$ cat config.mk
export PLATFORM = sky130hd
export DESIGN_NAME = valu_opa_bcast_buf
export DESIGN_NICKNAME = d
export VERILOG_FILES = /design/src/rtl/valu_opa_bcast_buf.sv
export SDC_FILE = /design/constraint.sdc
export NUM_CORES = 2
export LEC_CHECK = 0
export ABC_AREA = 1
export BUFFER_PORTS_ARGS = -buffer_cell sky130_fd_sc_hd__buf_2
export CAP_MARGIN = 20
export CELL_PAD_IN_SITES_DETAIL_PLACEMENT = 1
export CELL_PAD_IN_SITES_GLOBAL_PLACEMENT = 1
export CORE_MARGIN = 4
export CORE_UTILIZATION = 40
export CTS_CLUSTER_SIZE = 12
export DETAILED_ROUTE_END_ITERATION = 6
export PLACE_DENSITY_LB_ADDON = 0.1
export SYNTH_ARGS = -nofsm -noshare
export SYNTH_HDL_FRONTEND = slang
export SYNTH_SLANG_ARGS = --single-unit
$ cat constraint.sdc
create_clock -name clk -period 7.5 [get_ports clk]
set_clock_uncertainty 0.2 [all_clocks]
set_input_delay 1.125 -clock clk [delete_from_list [all_inputs] [get_ports clk]]
set_output_delay 1.125 -clock clk [all_outputs]
set_load 0.005 [all_outputs]
$ cat src/rtl/valu_opa_bcast_buf.sv
// -----------------------------------------------------------------------------
// valu_opa_bcast_buf
//   Operand-A source stage for the vector ALU. Selects scalar, 5-bit
//   immediate, vector register group or zero. It extends each element from
//   the current SEW to ELEN and broadcasts scalar/immediate values to every
//   lane. Results are held in a 2-entry valid/ready buffer.
//
// Ports
//   clk, rst_n     : clock, asynchronous active-low reset
//   flush          : synchronous clear of the buffer (wins over push/pop)
//   in_valid/ready : request handshake from decode/operand fetch
//   valu_src       : 00 scalar, 01 immediate, 10 vector, 11 zero
//   sew            : element width 00=8 01=16 10=32 11=64 (clamped to ELEN)
//   sext           : 1 sign-extend, 0 zero-extend
//   simm5          : raw immediate field
//   scalar_in      : scalar register value
//   vreg_in        : vector register data, lane i at [i*ELEN +: ELEN]
//   out_valid/ready: handshake towards the VALU
//   dataA          : head entry operand, lane i at [i*ELEN +: ELEN]
//   out_src        : valu_src tag of the head entry
// -----------------------------------------------------------------------------
module valu_opa_bcast_buf #(
  parameter int ELEN  = 64,
  parameter int LANES = 4
) (
  input  logic                  clk,
  input  logic                  rst_n,
  input  logic                  flush,
  input  logic                  in_valid,
  output logic                  in_ready,
  input  logic [1:0]            valu_src,
  input  logic [1:0]            sew,
  input  logic                  sext,
  input  logic [4:0]            simm5,
  input  logic [ELEN-1:0]       scalar_in,
  input  logic [LANES*ELEN-1:0] vreg_in,
  output logic                  out_valid,
  input  logic                  out_ready,
  output logic [LANES*ELEN-1:0] dataA,
  output logic [1:0]            out_src
);

  localparam int DW = LANES * ELEN;

  // Extends the low W bits of e to ELEN. The mask keeps bits [W-1:0]; its top
  // set bit isolates the sign position without a variable-width bit select.
  function automatic logic [ELEN-1:0] f_extend(input logic [ELEN-1:0] e,
                                               input logic [1:0]      sew_eff,
                                               input logic            sx);
    logic [7:0]      width;
    logic [ELEN-1:0] mask;
    logic            sign;
    width = 8'd8 << sew_eff;
    mask  = ~({ELEN{1'b1}} << width);
    sign  = |(e & (mask ^ (mask >> 1)));
    return (sx && sign) ? (e | ~mask) : (e & mask);
  endfunction

  logic [1:0]      w_sew_eff;
  logic [ELEN-1:0] w_imm_ext;
  logic [DW-1:0]   w_lanes;
  logic            w_push;
  logic            w_pop;
  logic [1:0]      w_count_nxt;
  logic            w_wptr_nxt;
  logic            w_rptr_nxt;
  logic [DW-1:0]   w_head_data_nxt;
  logic [1:0]      w_head_src_nxt;

  logic [DW-1:0]   r_mem_data [2];
  logic [1:0]      r_mem_src  [2];
  logic            r_wptr;
  logic            r_rptr;
  logic [1:0]      r_count;
  logic [DW-1:0]   r_head_data;
  logic [1:0]      r_head_src;

  assign in_ready  = (r_count != 2'd2);
  assign out_valid = (r_count != 2'd0);
  assign dataA     = r_head_data;
  assign out_src   = r_head_src;

  assign w_push = in_valid & in_ready & ~flush;
  assign w_pop  = out_valid & out_ready & ~flush;

  // Effective SEW clamped to ELEN, plus the immediate extended straight to ELEN.
  always_comb begin
    w_sew_eff = sew;
    if ((ELEN == 32) && (sew == 2'b11)) begin
      w_sew_eff = 2'b10;
    end else begin
      w_sew_eff = sew;
    end
    if (sext) begin
      w_imm_ext = {{(ELEN-5){simm5[4]}}, simm5};
    end else begin
      w_imm_ext = {{(ELEN-5){1'b0}}, simm5};
    end
  end

  // Per-lane operand selection and width extension.
  always_comb begin
    w_lanes = {DW{1'b0}};
    for (int i = 0; i < LANES; i++) begin
      case (valu_src)
        2'b00:   w_lanes[i*ELEN +: ELEN] = f_extend(scalar_in, w_sew_eff, sext);
        2'b01:   w_lanes[i*ELEN +: ELEN] = w_imm_ext;
        2'b10:   w_lanes[i*ELEN +: ELEN] = f_extend(vreg_in[i*ELEN +: ELEN], w_sew_eff, sext);
        2'b11:   w_lanes[i*ELEN +: ELEN] = {ELEN{1'b0}};
        default: w_lanes[i*ELEN +: ELEN] = {ELEN{1'b0}};
      endcase
    end
  end

  // Pointer/count next state and the value the registered head output takes.
  always_comb begin
    w_count_nxt     = r_count;
    w_wptr_nxt      = r_wptr;
    w_rptr_nxt      = r_rptr;
    w_head_data_nxt = r_head_data;
    w_head_src_nxt  = r_head_src;
    if (flush) begin
      w_count_nxt = 2'd0;
      w_wptr_nxt  = 1'b0;
      w_rptr_nxt  = 1'b0;
    end else begin
      if (w_push) begin
        w_wptr_nxt = ~r_wptr;
      end else begin
        w_wptr_nxt = r_wptr;
      end
      if (w_pop) begin
        w_rptr_nxt = ~r_rptr;
      end else begin
        w_rptr_nxt = r_rptr;
      end
      case ({w_push, w_pop})
        2'b10:   w_count_nxt = r_count + 2'd1;
        2'b01:   w_count_nxt = r_count - 2'd1;
        default: w_count_nxt = r_count;
      endcase
      // Empty after this edge: keep showing the last-popped entry. Otherwise
      // the new head is either the entry being written now or a stored one.
      if (w_count_nxt == 2'd0) begin
        w_head_data_nxt = r_head_data;
        w_head_src_nxt  = r_head_src;
      end else if (w_push && (r_wptr == w_rptr_nxt)) begin
        w_head_data_nxt = w_lanes;
        w_head_src_nxt  = valu_src;
      end else begin
        w_head_data_nxt = r_mem_data[w_rptr_nxt];
        w_head_src_nxt  = r_mem_src[w_rptr_nxt];
      end
    end
  end

  // Buffer storage: written at the write pointer on each accepted request.
  always_ff @(posedge clk or negedge rst_n) begin
    if (!rst_n) begin
      r_mem_data[0] <= {DW{1'b0}};
      r_mem_data[1] <= {DW{1'b0}};
      r_mem_src[0]  <= 2'b00;
      r_mem_src[1]  <= 2'b00;
    end else if (w_push) begin
      r_mem_data[r_wptr] <= w_lanes;
      r_mem_src[r_wptr]  <= valu_src;
    end
  end

  // Pointers, occupancy and the registered head presented on the outputs.
  always_ff @(posedge clk or negedge rst_n) begin
    if (!rst_n) begin
      r_wptr      <= 1'b0;
      r_rptr      <= 1'b0;
      r_count     <= 2'd0;
      r_head_data <= {DW{1'b0}};
      r_head_src  <= 2'b00;
    end else begin
      r_wptr      <= w_wptr_nxt;
      r_rptr      <= w_rptr_nxt;
      r_count     <= w_count_nxt;
      r_head_data <= w_head_data_nxt;
      r_head_src  <= w_head_src_nxt;
    end
  end

endmodule

==> metrics.md <==
| Metric | Value |
|---|---|
| Syn_nets | `6219` |
| CTS Buf Count | `93` |
| Hold Path Class | `reg2reg` |
| Final Hold Viols | `0` |
| Drc violations | `0` |
| Setup TNS | `0 ns` |
| Worst Tran Pin Value | `1.15 ns` |
| CTS tree | `built` |
| Core area | `102000 um^2` |
| Pin count of the biggest net entering global routing | `217` |
| Post-synthesis sequential area ratio | `47.5%` |
| Row count | `117` |
| Number of synthesized register bits | `778` |
| First-pass GRT wire length | `250 mm` |
| Routed Antenna Nets | `0` |
| Final RePlAce weighted congestion | `0.823` |
| Total of max-cap violations | `0` |
| Outcome | `finished clean` |
| Worst setup SP type | `input pin` |
| Worst vdd ir | `218 uV` |
| Fmax | `220 MHz` |
| Layout net count | `6559` |
| Routed wire per std cell | `21.2 um` |
| CP dominant cell by count | `nand2_1` |
| Fin util | `46.7%` |
| Crit-path cells | `buf_2 > nand2_8 > ha_1 > inv_1 > nand2_1 > nand3_1 > o21bai_2 > nand2_2 > buf_4 > a21oi_1 > nand2_1 > nand2_1 > o21ai_1` |
| Sum of buffers and inverters on the critical path | `3` |
| Setup bufs post-CTS | `0` |
| Hold_buf cts | `0` |
| CP peak stage delay | `0.63 ns` |
| Pre-CTS setup slack | `2.29 ns` |
| CP Capture Type | `flip-flop` |
| Synth-to-layout area growth | `16.0%` |
| Gr ovfl total | `0` |
| CP max FO | `68` |
| Met2 Usage GRT | `47.2%` |
| Reg clk slew, reported paths | `0.06 ns` |
| Footprint of the multi-input gates | `18600 um^2` |
| Pwr Total | `14.9 mW` |
| Drt pass-1 iters | `5` |
| FF+latch area | `19500 um^2` |
| Clock Path Buffers | `3` |
| Comb pwr share | `26.7%` |
| Clk sink count | `778` |
| Crit path arrival time | `4.87 ns` |
| Final instance area | `47500 um^2` |
| Placed instance area | `44500 um^2` |
| Final worst slack | `2.95 ns` |
| Final Non-Filler Cells | `7658` |
| RSZ-0062 raised after global routing | `no` |
| Commonest non-fill, non-tap cell in the layout | `nand2_1` |
| Share of cells above drive strength 1 | `14.0%` |
| Yosys warns | `0` |
| P_sw | `5.22 mW` |
| Met1 Usage GRT | `40.3%` |
| P_int | `9.64 mW` |
| Die Span X | `328 um` |
| Die Y | `328 um` |
| Worst-Skew Late Latency | `0.68 ns` |
| Post-Route WL | `162 mm` |
| GRT busiest layer | `met2` |
| I/O pins | `595` |
| Final Setup Violations | `0` |
| Commonest cells after routing, fill and taps aside | `2540 x nand2_1, 778 x dfrtp_1, 593 x buf_2` |
| Synthesized area | `41000 um^2` |
| Drt initial violations | `2970` |
| Required time of the critical path | `7.82 ns` |
| Final hold slack | `0.271 ns` |
| Vias in the first global route | `42112` |
| PwrDens | `313 nW/um^2` |
| Slew margin rel. | `23.2%` |
| Min Tclk post-route | `4.55 ns` |
| Via Count | `41064` |
| Synth Area per Inst | `6.96 um^2` |
| Htree depth | `3` |
| Total die area | `108000 um^2` |
| Sequential power share | `43.0%` |
| Top delay family on crit path | `simple AND/OR/NAND/NOR gates` |
| Grt met3 use | `5.37%` |
| Average vias per placed instance | `5.36` |
| Initial antenna violation count | `12` |
| PortBufs | `594` |
| Post-synthesis cell count | `5882` |
| Number of gates resized after CTS | `0` |
| Switching Fraction | `35.1%` |
| Post-detail-place hpwl | `101 mm` |
| Crit share post-route | `60.7%` |
| Tot GR Track Use | `29.6%` |
| Final Max Slew Viols | `0` |
| Cell variety after synth | `21` |
| Clock Power Share | `30.3%` |
| Critical path class | `in2reg` |
| FILL cells | `13163` |
| Static leakage | `25.2 nW` |
| Root buf cell | `clkbuf_16` |
| # placed instances | `7495` |
| Worst path slowest cell | `buf_2` |
| Initial Util | `40.3%` |
-- worst paths after layout --
path / startpoint / end / slack [ns] / depth (start not counted)
max: sew[1] / r_mem_data[228]$_DFFE_PN0P_ / 2.95 / 13
min reg2reg: r_mem_data[501]$_DFFE_PN0P_ / r_mem_data[501]$_DFFE_PN0P_ / 0.27 / 2
max reg2reg: r_count[0]$_DFF_PN0_ / dataA[115]$_DFFE_PN0P_ / 3.22 / 14
min: r_mem_data[501]$_DFFE_PN0P_ / r_mem_data[501]$_DFFE_PN0P_ / 0.27 / 2
min in group asynchronous: rst_n / r_mem_data[238]$_DFFE_PN0P_ / 0.28 / 1
max in group asynchronous: rst_n / dataA[3]$_DFFE_PN0P_ / 5.33 / 2
-- layer usage --
layer	vias up	share of wire [%]
met5	-	0.021
met4	6	3.9
met3	277	5.8
met2	1077	46
met1	20514	45
li1	19190	-
-- worst reg2reg max path, stage by stage (launching register included) --
cell	delay (ns)
dfrtp_1	0.39
inv_2	0.08
nand2_1	0.08
nand2_1	0.08
nor2_1	0.32
inv_1	0.22
ha_1	0.35
or2_2	0.30
nand3_1	0.08
nand2_1	0.29
inv_8	0.78
buf_4	0.65
a21oi_1	0.14
nand2_1	0.15
nand2_1	0.06
-- layout make-up --
| type | count | area share, % |
|---|---|---|
| Inverter | 286 | 2.32 |
| Sequential cell | 778 | 41.0 |
| Multi-Input combinational cell | 4419 | 39.2 |
| Clock buffer | 134 | 5.80 |
| Timing Repair Buffer | 644 | 7.57 |
| Tap cell | 1368 | 3.60 |
| Antenna cell | 9 | 0.0474 |
| Clock inverter | 20 | 0.437 |
-- cells in the mapped netlist (all sizes together) --
cell	count	area, um^2
o21ai	518	2590
clkbuf	157	589
inv	286	1070
ha	2	25.0
dfrtp	778	19500
or2	1	6.26
o211ai	2	15.0
nor2	529	1990
buf	242	1250
o21bai	4	45.0
nand3	286	1440
a21oi	513	2770
nand2	2564	9680
-- state kept, by name (all words and copies together) (netlist names) --
register and cells:
r_mem_src 4, r_wptr 1, r_count 2, dataA 256, r_rptr 1, r_mem_data 512
out_src 2
-- logic make-up after synthesis --
family	count (synthesis)	synth area share [%]
AO/OA/AOI/OAI	1037	13.3
adder cells (fa/ha/maj)	2	0.0611
buffers and inverters	685	7.11
flip-flops	778	47.5
AND/OR/NAND/NOR	3380	32.0
-- power by group through the flow --
stage | logic [mW] | clock network [mW] | registers [mW]
6_report | 3.96 | 4.50 | 6.38
4_1_cts | 4.01 | 4.59 | 6.38
2_1_floorplan | 2.28 | 0 | 6.18
3_5_place_dp | 3.97 | 0 | 6.43
3_3_place_gp | 3.86 | 0 | 6.40
5_1_grt | 4.52 | 4.77 | 6.51
(Power assumes the default switching activity.)
